<file path="config.mk">
export PLATFORM = sky130hd
export DESIGN_NAME = sram_1rw_master
export DESIGN_NICKNAME = d
export VERILOG_FILES = /design/src/rtl/sram_1rw_master_pkg.sv /design/src/rtl/sram_1rw_master_bist.sv /design/src/rtl/sram_1rw_master.sv
export SDC_FILE = /design/constraint.sdc
export NUM_CORES = 1
export LEC_CHECK = 0
export CAP_MARGIN = 20
export CELL_PAD_IN_SITES_DETAIL_PLACEMENT = 1
export CELL_PAD_IN_SITES_GLOBAL_PLACEMENT = 1
export CORE_UTILIZATION = 33
export DETAILED_ROUTE_END_ITERATION = 7
export GPL_TIMING_DRIVEN = 0
export PLACE_DENSITY = 0.76
export SLEW_MARGIN = 0
export SYNTH_ARGS = -nofsm -noshare
export SYNTH_HDL_FRONTEND = slang
export SYNTH_SLANG_ARGS = --single-unit
export TNS_END_PERCENT = 30
</file>
<file path="constraint.sdc">
create_clock -name clk0 -period 4.3 [get_ports clk0]
set_clock_uncertainty 0.1 [all_clocks]
set_input_delay 1.29 -clock clk0 [delete_from_list [all_inputs] [get_ports clk0]]
set_output_delay 1.29 -clock clk0 [all_outputs]
set_load 0.005 [all_outputs]
</file>
<file path="src/rtl/sram_1rw_master_pkg.sv">
// Shared types and constants for the single-port SRAM host master.
// State codes, default geometry, and the BIST pattern bit function.
package sram_1rw_master_pkg;

  localparam int unsigned DEF_DATA_WIDTH = 32;
  localparam int unsigned DEF_ADDR_WIDTH = 7;
  localparam logic [31:0] BIST_XOR       = 32'hA5A5A5A5;

  typedef logic [2:0] state_t;
  localparam state_t S_IDLE    = 3'd0;
  localparam state_t S_CMD     = 3'd1;
  localparam state_t S_WAIT    = 3'd2;
  localparam state_t S_RESP    = 3'd3;
  localparam state_t S_BIST_WR = 3'd4;
  localparam state_t S_BIST_RD = 3'd5;

  // Bit idx of the address replicated across the word, XORed with BIST_XOR.
  function automatic logic bist_pattern_bit(input logic [31:0] a,
                                            input int unsigned idx,
                                            input int unsigned aw);
    return a[5'(idx % aw)] ^ BIST_XOR[5'(idx % 32)];
  endfunction

endpackage

</file>
<file path="src/rtl/sram_1rw_master_bist.sv">
// BIST sequencer: address counter, write/read phase, pattern, sticky fail.
// Built only when SRAM_1RW_MASTER_BIST_EN is defined.
module sram_1rw_master_bist
  import sram_1rw_master_pkg::*;
#(
  parameter int unsigned DW = DEF_DATA_WIDTH,
  parameter int unsigned AW = DEF_ADDR_WIDTH
) (
  input  logic          clk_i,
  input  logic          rst_i,
  input  logic          start_i,
  input  logic          adv_i,
  input  logic          cmp_i,
  input  logic [DW-1:0] rdata_i,
  output logic [AW-1:0] addr_o,
  output logic [DW-1:0] pat_o,
  output logic          last_o,
  output logic          done_o,
  output logic          fail_o
);

  logic [AW-1:0] addr_q, addr_d;
  logic          rd_q, rd_d;
  logic          done_q, done_d;
  logic          fail_q, fail_d;

  assign addr_o = addr_q;
  assign last_o = &addr_q;
  assign done_o = done_q;
  assign fail_o = fail_q;

  always_comb begin
    for (int unsigned i = 0; i < DW; i++) begin
      pat_o[i] = bist_pattern_bit(32'(addr_q), i, AW);
    end
  end

  always_comb begin
    addr_d = addr_q;
    rd_d   = rd_q;
    done_d = done_q;
    fail_d = fail_q;
    if (start_i) begin
      addr_d = '0;
      rd_d   = 1'b0;
      done_d = 1'b0;
      fail_d = 1'b0;
    end else begin
      if (cmp_i && (rdata_i != pat_o)) fail_d = 1'b1;
      if (adv_i) begin
        // Address wraps to 0 after the last word, ready for the next phase.
        addr_d = addr_q + 1'b1;
        if (last_o) begin
          if (rd_q) done_d = 1'b1;
          rd_d = ~rd_q;
        end
      end
    end
  end

  always_ff @(posedge clk_i or posedge rst_i) begin
    if (rst_i) begin
      addr_q <= '0;
      rd_q   <= 1'b0;
      done_q <= 1'b0;
      fail_q <= 1'b0;
    end else begin
      addr_q <= addr_d;
      rd_q   <= rd_d;
      done_q <= done_d;
      fail_q <= fail_d;
    end
  end

endmodule

</file>
<file path="src/rtl/sram_1rw_master.sv">
// Host-side initiator for the 1RW SRAM macro: request -> registered strobes,
// read capture after READ_LAT, response handshake. BIST via SRAM_1RW_MASTER_BIST_EN.
module sram_1rw_master
  import sram_1rw_master_pkg::*;
#(
  parameter int unsigned DATA_WIDTH = DEF_DATA_WIDTH,
  parameter int unsigned ADDR_WIDTH = DEF_ADDR_WIDTH,
  parameter int unsigned READ_LAT   = 1
) (
  input  logic                  clk0,
  input  logic                  rst0,
  input  logic                  req_valid,
  output logic                  req_ready,
  input  logic                  req_we,
  input  logic [ADDR_WIDTH-1:0] req_addr,
  input  logic [DATA_WIDTH-1:0] req_wdata,
  output logic                  rsp_valid,
  input  logic                  rsp_ready,
  output logic [DATA_WIDTH-1:0] rsp_rdata,
  output logic                  csb0,
  output logic                  web0,
  output logic [ADDR_WIDTH-1:0] addr0,
  output logic [DATA_WIDTH-1:0] din0,
`ifdef SRAM_1RW_MASTER_BIST_EN
  input  logic                  bist_start,
  output logic                  bist_done,
  output logic                  bist_fail,
`endif
  input  logic [DATA_WIDTH-1:0] dout0
);

  localparam logic [2:0] LAT_LAST = 3'(READ_LAT - 1);

  state_t                state_q, state_d;
  logic                  csb_q, csb_d;
  logic                  web_q, web_d;
  logic                  we_q, we_d;
  logic [ADDR_WIDTH-1:0] addr_q, addr_d;
  logic [DATA_WIDTH-1:0] din_q, din_d;
  logic [DATA_WIDTH-1:0] rdata_q, rdata_d;
  logic                  rdy_q, rdy_d;
  logic                  rspv_q, rspv_d;
  logic [2:0]            lat_q, lat_d;

`ifdef SRAM_1RW_MASTER_BIST_EN
  logic                  bist_mode_q, bist_mode_d;
  logic                  bist_go, bist_adv, bist_cmp, bist_last;
  logic [ADDR_WIDTH-1:0] bist_addr;
  logic [DATA_WIDTH-1:0] bist_pat;

  assign bist_go   = (state_q == S_IDLE) && bist_start;
  // A start request pre-empts a same-cycle host request so it is not dropped.
  assign req_ready = rdy_q & ~bist_start;

  sram_1rw_master_bist #(
    .DW (DATA_WIDTH),
    .AW (ADDR_WIDTH)
  ) u_bist (
    .clk_i   (clk0),
    .rst_i   (rst0),
    .start_i (bist_go),
    .adv_i   (bist_adv),
    .cmp_i   (bist_cmp),
    .rdata_i (dout0),
    .addr_o  (bist_addr),
    .pat_o   (bist_pat),
    .last_o  (bist_last),
    .done_o  (bist_done),
    .fail_o  (bist_fail)
  );
`else
  assign req_ready = rdy_q;
`endif

  assign csb0      = csb_q;
  assign web0      = web_q;
  assign addr0     = addr_q;
  assign din0      = din_q;
  assign rsp_valid = rspv_q;
  assign rsp_rdata = rdata_q;

  always_comb begin
    state_d = state_q;
    csb_d   = 1'b1;
    web_d   = 1'b1;
    we_d    = we_q;
    addr_d  = addr_q;
    din_d   = din_q;
    rdata_d = rdata_q;
    rdy_d   = 1'b0;
    rspv_d  = rspv_q;
    lat_d   = lat_q;
`ifdef SRAM_1RW_MASTER_BIST_EN
    bist_mode_d = bist_mode_q;
    bist_adv    = 1'b0;
    bist_cmp    = 1'b0;
`endif
    case (state_q)
      S_IDLE: begin
        rdy_d = 1'b1;
`ifdef SRAM_1RW_MASTER_BIST_EN
        if (bist_start) begin
          rdy_d       = 1'b0;
          bist_mode_d = 1'b1;
          state_d     = S_BIST_WR;
        end else
`endif
        if (req_valid && req_ready) begin
          state_d = S_CMD;
          rdy_d   = 1'b0;
          csb_d   = 1'b0;
          web_d   = ~req_we;
          we_d    = req_we;
          addr_d  = req_addr;
          if (req_we) din_d = req_wdata;
        end
      end
      S_CMD: begin
        lat_d = '0;
        if (!we_q) begin
          state_d = S_WAIT;
        end
`ifdef SRAM_1RW_MASTER_BIST_EN
        else if (bist_mode_q) begin
          bist_adv = 1'b1;
          state_d  = bist_last ? S_BIST_RD : S_BIST_WR;
        end
`endif
        else begin
          state_d = S_IDLE;
          rdy_d   = 1'b1;
        end
      end
      S_WAIT: begin
        lat_d = lat_q + 3'd1;
        if (lat_q == LAT_LAST) begin
          lat_d = '0;
`ifdef SRAM_1RW_MASTER_BIST_EN
          if (bist_mode_q) begin
            bist_cmp = 1'b1;
            bist_adv = 1'b1;
            if (bist_last) begin
              state_d     = S_IDLE;
              rdy_d       = 1'b1;
              bist_mode_d = 1'b0;
            end else begin
              state_d = S_BIST_RD;
            end
          end else
`endif
          begin
            rdata_d = dout0;
            rspv_d  = 1'b1;
            state_d = S_RESP;
          end
        end
      end
      S_RESP: begin
        if (rsp_ready) begin
          rspv_d  = 1'b0;
          rdy_d   = 1'b1;
          state_d = S_IDLE;
        end
      end
`ifdef SRAM_1RW_MASTER_BIST_EN
      // BIST reuses CMD/WAIT; these states only issue the next strobe.
      S_BIST_WR: begin
        csb_d   = 1'b0;
        web_d   = 1'b0;
        we_d    = 1'b1;
        addr_d  = bist_addr;
        din_d   = bist_pat;
        state_d = S_CMD;
      end
      S_BIST_RD: begin
        csb_d   = 1'b0;
        we_d    = 1'b0;
        addr_d  = bist_addr;
        state_d = S_CMD;
      end
`endif
      default: state_d = S_IDLE;
    endcase
  end

  always_ff @(posedge clk0 or posedge rst0) begin
    if (rst0) begin
      state_q <= S_IDLE;
      csb_q   <= 1'b1;
      web_q   <= 1'b1;
      we_q    <= 1'b0;
      addr_q  <= '0;
      din_q   <= '0;
      rdata_q <= '0;
      rdy_q   <= 1'b0;
      rspv_q  <= 1'b0;
      lat_q   <= '0;
`ifdef SRAM_1RW_MASTER_BIST_EN
      bist_mode_q <= 1'b0;
`endif
    end else begin
      state_q <= state_d;
      csb_q   <= csb_d;
      web_q   <= web_d;
      we_q    <= we_d;
      addr_q  <= addr_d;
      din_q   <= din_d;
      rdata_q <= rdata_d;
      rdy_q   <= rdy_d;
      rspv_q  <= rspv_d;
      lat_q   <= lat_d;
`ifdef SRAM_1RW_MASTER_BIST_EN
      bist_mode_q <= bist_mode_d;
`endif
    end
  end

endmodule

</file>
* Yosys cells after proc, flatten, opt, wreduce, memory -nomap -nowiden
Cells that the tools add are included.
Operators by class: reduce and logical (&&, ||, !) cells 10, multiplexer cells 17, $add $sub $neg 1, bitwise logic cells 1, equality and inequality tests 6
Operator list (count):
- 2-to-1 mux 3 bit | 4
- one-hot mux 3 bit (4 select lines) | 1
- AND reduction 3 bit | 3
- 2-to-1 mux 1 bit | 8
- == test 3 x 2 -> 1 bit (second input constant) | 2
- zero test 3 bit | 2
- != test 2 bit (second input constant) | 3
- one-hot mux 3 bit (2 select lines) | 1
- AND reduction 2 bit | 2
- nonzero test 2 bit | 2
- adder 3 x 1 -> 3 bit (second input constant) | 1
- == test 3 x 1 -> 1 bit (second input constant) | 1
- one-hot mux 1 bit (3 select lines) | 1
- 2-to-1 mux 2 bit | 1
- one-hot mux 1 bit (2 select lines) | 1
- logical AND 1 bit | 1
- inverter 1 bit | 1
Storage, ports and cells: word-level logic and storage cells 45, output and inout bits 75, register bits after elaboration 82

* Logic depth before layout (Yosys ltp)
word-level depth 3, mapped depth 7

* Least setup slack after synthesis
Ideal clock, no wire load.
path type input port to flip-flop, start in req_we, end reg din_q[10], in the netlist din0[10], setup time 125 ps, path slack 2159 ps, stages on the path 3, data arrival time 1916 ps, required time 4075 ps, cells stage by stage nand4_4 > buf_6 > mux2_4
Between the ends: word-level cells in the longest chain between the ends 1
RTL lines:
- start: declaration | line sram_1rw_master.sv:14 | input logic req_we,
- AND reduction 3 bit (no source line)
- end signal: assignment | line sram_1rw_master.sv:207 | din_q <= din_d;
- end: declaration | line sram_1rw_master.sv:39 | logic [DATA_WIDTH-1:0] din_q, din_d;
No other way between the ends. A chain may end at the register's enable or synchronous reset.

* Worst setup path after layout
start reg web_q, in the netlist web0, end out web0
RTL lines:
- start: declaration | line sram_1rw_master.sv:36 | logic web_q, web_d;
- start signal: assignment | line sram_1rw_master.sv:204 | web_q <= web_d;
- end: declaration | line sram_1rw_master.sv:21 | output logic web0,
No word-level cell between the ends.

==> impl_metrics.toml <==
[setup_path]
arrival_ps = 1380
cpPeakStageDelay_ps = 520
path_buf_inv = 1
path_cells = "clkdlybuf4s50_1"
critPathKind = "reg2out"
cp.required_ps = 2910
slowest_stage = "dfstp_2"
cp-end-kind = "output pin"
crit_family = "flip-flops"
cp_max_fo = 1
worst_setup_path_start_kind = "register"

[job]
drv_cap = 0

[timing]
rsz0062_at_grt = "no"
relSlewSlack_pct = 68.7
finalCriticalPeriod_ps = 2770
clock.fmax_ghz = 0.360
setup_viol = 0
slew_violations = 0
post-route-period-util_pct = 64.5
hold_viol = 0
holdWs_ps = 409
worstMarginPinSlew_ps = 458

[grt]
antenna_found_initial = 0
grt_pass1_vias = 2476
grt_max_degree = 68
track_usage_pct = 16.4
overflow = 0
grt_pass1_wl_um = 12800

[synthesis]
synth_compound_area_share_pct = 2.98
synth_area_leaders = "dfrtp_1 60%, mux2_2 15%, mux2_4 13%, ha_1 2.6%, buf_6 1.7%"
netlist_area_mm2 = 0.00332
synthCells = 199
synth_edf_count = 0
synthTopCellsByCount = "79 x dfrtp_1, 43 x mux2_2, 28 x mux2_4, 7 x ha_1, 6 x inv_1"
yosysTopAreaCell = "dfrtp_1"
yosysTopAreaCellShare_pct = 59.5
synth-seq-cells = 81
synthArstFlopShare_pct = 100
syn_avg_cell_area_um2 = 16.7
ys.flop_type = "dfrtp_1"
syn_nets = 282
synth_adder_area_share_pct = 2.64
synth-simple-area-share_pct = 2.90
ys_warn_count = 0
synthMuxAreaShare_pct = 27.5
synthXorXnorAreaFrac_pct = 0
synth.most_common_cell = "dfrtp_1"
synthDistinctLibCells = 30
synth_top_family_by_area = "multiplexers"
ys_seq_area_share_pct = 61.1

[power]
p_leak_nw = 2.33
pwr_density_cell_mw_per_mm2 = 681
ir_drop_mv = 0.227
p_total_mw = 3.58

[clock_network]
clkLatencyLatePin_ps = 350
cts_buffers = 9
cts_max_path_buffers = 2
htreeDepth = 3
cts_setup_buffers = 0
path_clk_slew_ps = 90
cts_root_buf = "clkbuf_8"
cts_sinks = 81
cts_tree = "built"
cts.repair.resized = 0
ctsHoldBuffers = 0

[floorplan]
boundaryPins = 151
fp.dieH_um = 102
die-width_um = 102
initial_utilization_pct = 34.0
rows = 36
core_mm2 = 0.00977
dieArea_mm2 = 0.0105

[place]
placed_area_mm2 = 0.00502
dp_hpwl_um = 6140
port_buffers = 150
gp_congestion = 0.697

[routing]
drt_wl_total_um = 8250
dr.pass1.iters = 4
avgRoutedWirePerCell_um = 16.5
drtIter0Drc = 49
vias = 2274
vias_per_cell = 4.56
drt.antenna.violating_nets = 0
route.detailed.drc = 0

[layout]
layout-drive-gt1-share_pct = 27.9
antenna_cells = 0
area_growth_pct = 58.1
nNetsFinal = 444
final_area_mm2 = 0.00525

[min_path]
worstHoldPathType = "reg2reg"

[run_status]
status = "complete, no violations"
[metal layers]
layer  GRT usage, %  vias up  wire length [um]
met5              0        -                 0
met4           5.27        0               114
met3           6.29       10               666
met2           26.9       94              4070
met1           19.8     1143              3400
li1               -     1027                 -
[kinds of logic after synthesis]
kind of cell,count (synthesis)
buffers and inverters,13
and+or+nand+nor,13
DFF,81
adders and majority gates,7
muxes,72
AOI/OAI and AO/OA,13
[path summary, 6_finish.rpt]
check                         startpoint             to  slack (ps)  cells after the start
max reg2reg                   state_q[1]     state_q[1]        2420                      5
min                        rsp_rdata[22]  rsp_rdata[22]         410                      1
max in group asynchronous           rst0           csb0        2340                      3
max                                 web0           web0        1530                      1
min in group asynchronous           rst0  rsp_rdata[19]        1100                      2
min reg2reg                rsp_rdata[22]  rsp_rdata[22]         410                      1
[final cells by class]
type / count / area (um^2)
inverters: 6 / 25.0
flip-flops and latches: 81 / 2030
well taps: 133 / 166
repair buffers: 151 / 1530
multi-input cells: 105 / 1200
fillers: 989 / 4520
plain buffers: 7 / 71.3
clock buffers: 9 / 124
clock inverters: 7 / 108
[layout by cell type, fill, tap and decap left out, types with 2 or more instances in the layout]
cell type / Yosys / layout
buf_4: 2 / 2
buf_6: 5 / 5
bufinv_16: 0 / 2
clkbuf_8: 0 / 9
clkdlybuf4s50_1: 0 / 150
dfrtp_1: 79 / 79
dfstp_2: 2 / 2
ha_1: 7 / 7
inv_1: 6 / 5
inv_6: 0 / 2
inv_8: 0 / 2
mux2_2: 43 / 43
mux2_4: 28 / 28
nand2_1: 3 / 3
nand2b_1: 2 / 2
o21ai_0: 3 / 3
[worst reg2reg max path: stages (launching register included)]
cell and delay [ps]:
dfrtp_1 460, inv_1 90, ha_1 260, a21boi_1 190, a2111oi_0 480, o32a_2 240
[metrics by stage]
stage	util (%)	setup slack [ps]	TNS, ps	instances
after floorplan	-	833	0	199
after global placement	51.0	-540	-42240	482
after detailed placement	51.3	1440	0	483
after CTS	53.7	1500	0	499
after global routing	53.7	1460	0	499
final	53.7	1530	0	499
[state kept, by name (all words and copies together), names as in the netlist]
name / cells
state_q: 2
din0: 32
addr0: 7
rsp_rdata: 32
lat_q: 3
rsp_valid: 1
req_ready: 1
csb0: 1
we_q: 1
web0: 1
[report_power, final]
part           internal, mW  total, mW  switching [mW]
Sequential             1.12       1.33           0.205
Combinational          1.11       1.60           0.489
Clock                 0.339      0.649           0.309
Total                  2.57       3.58            1.00
No activity file was read; power rests on OpenSTA's default activity.
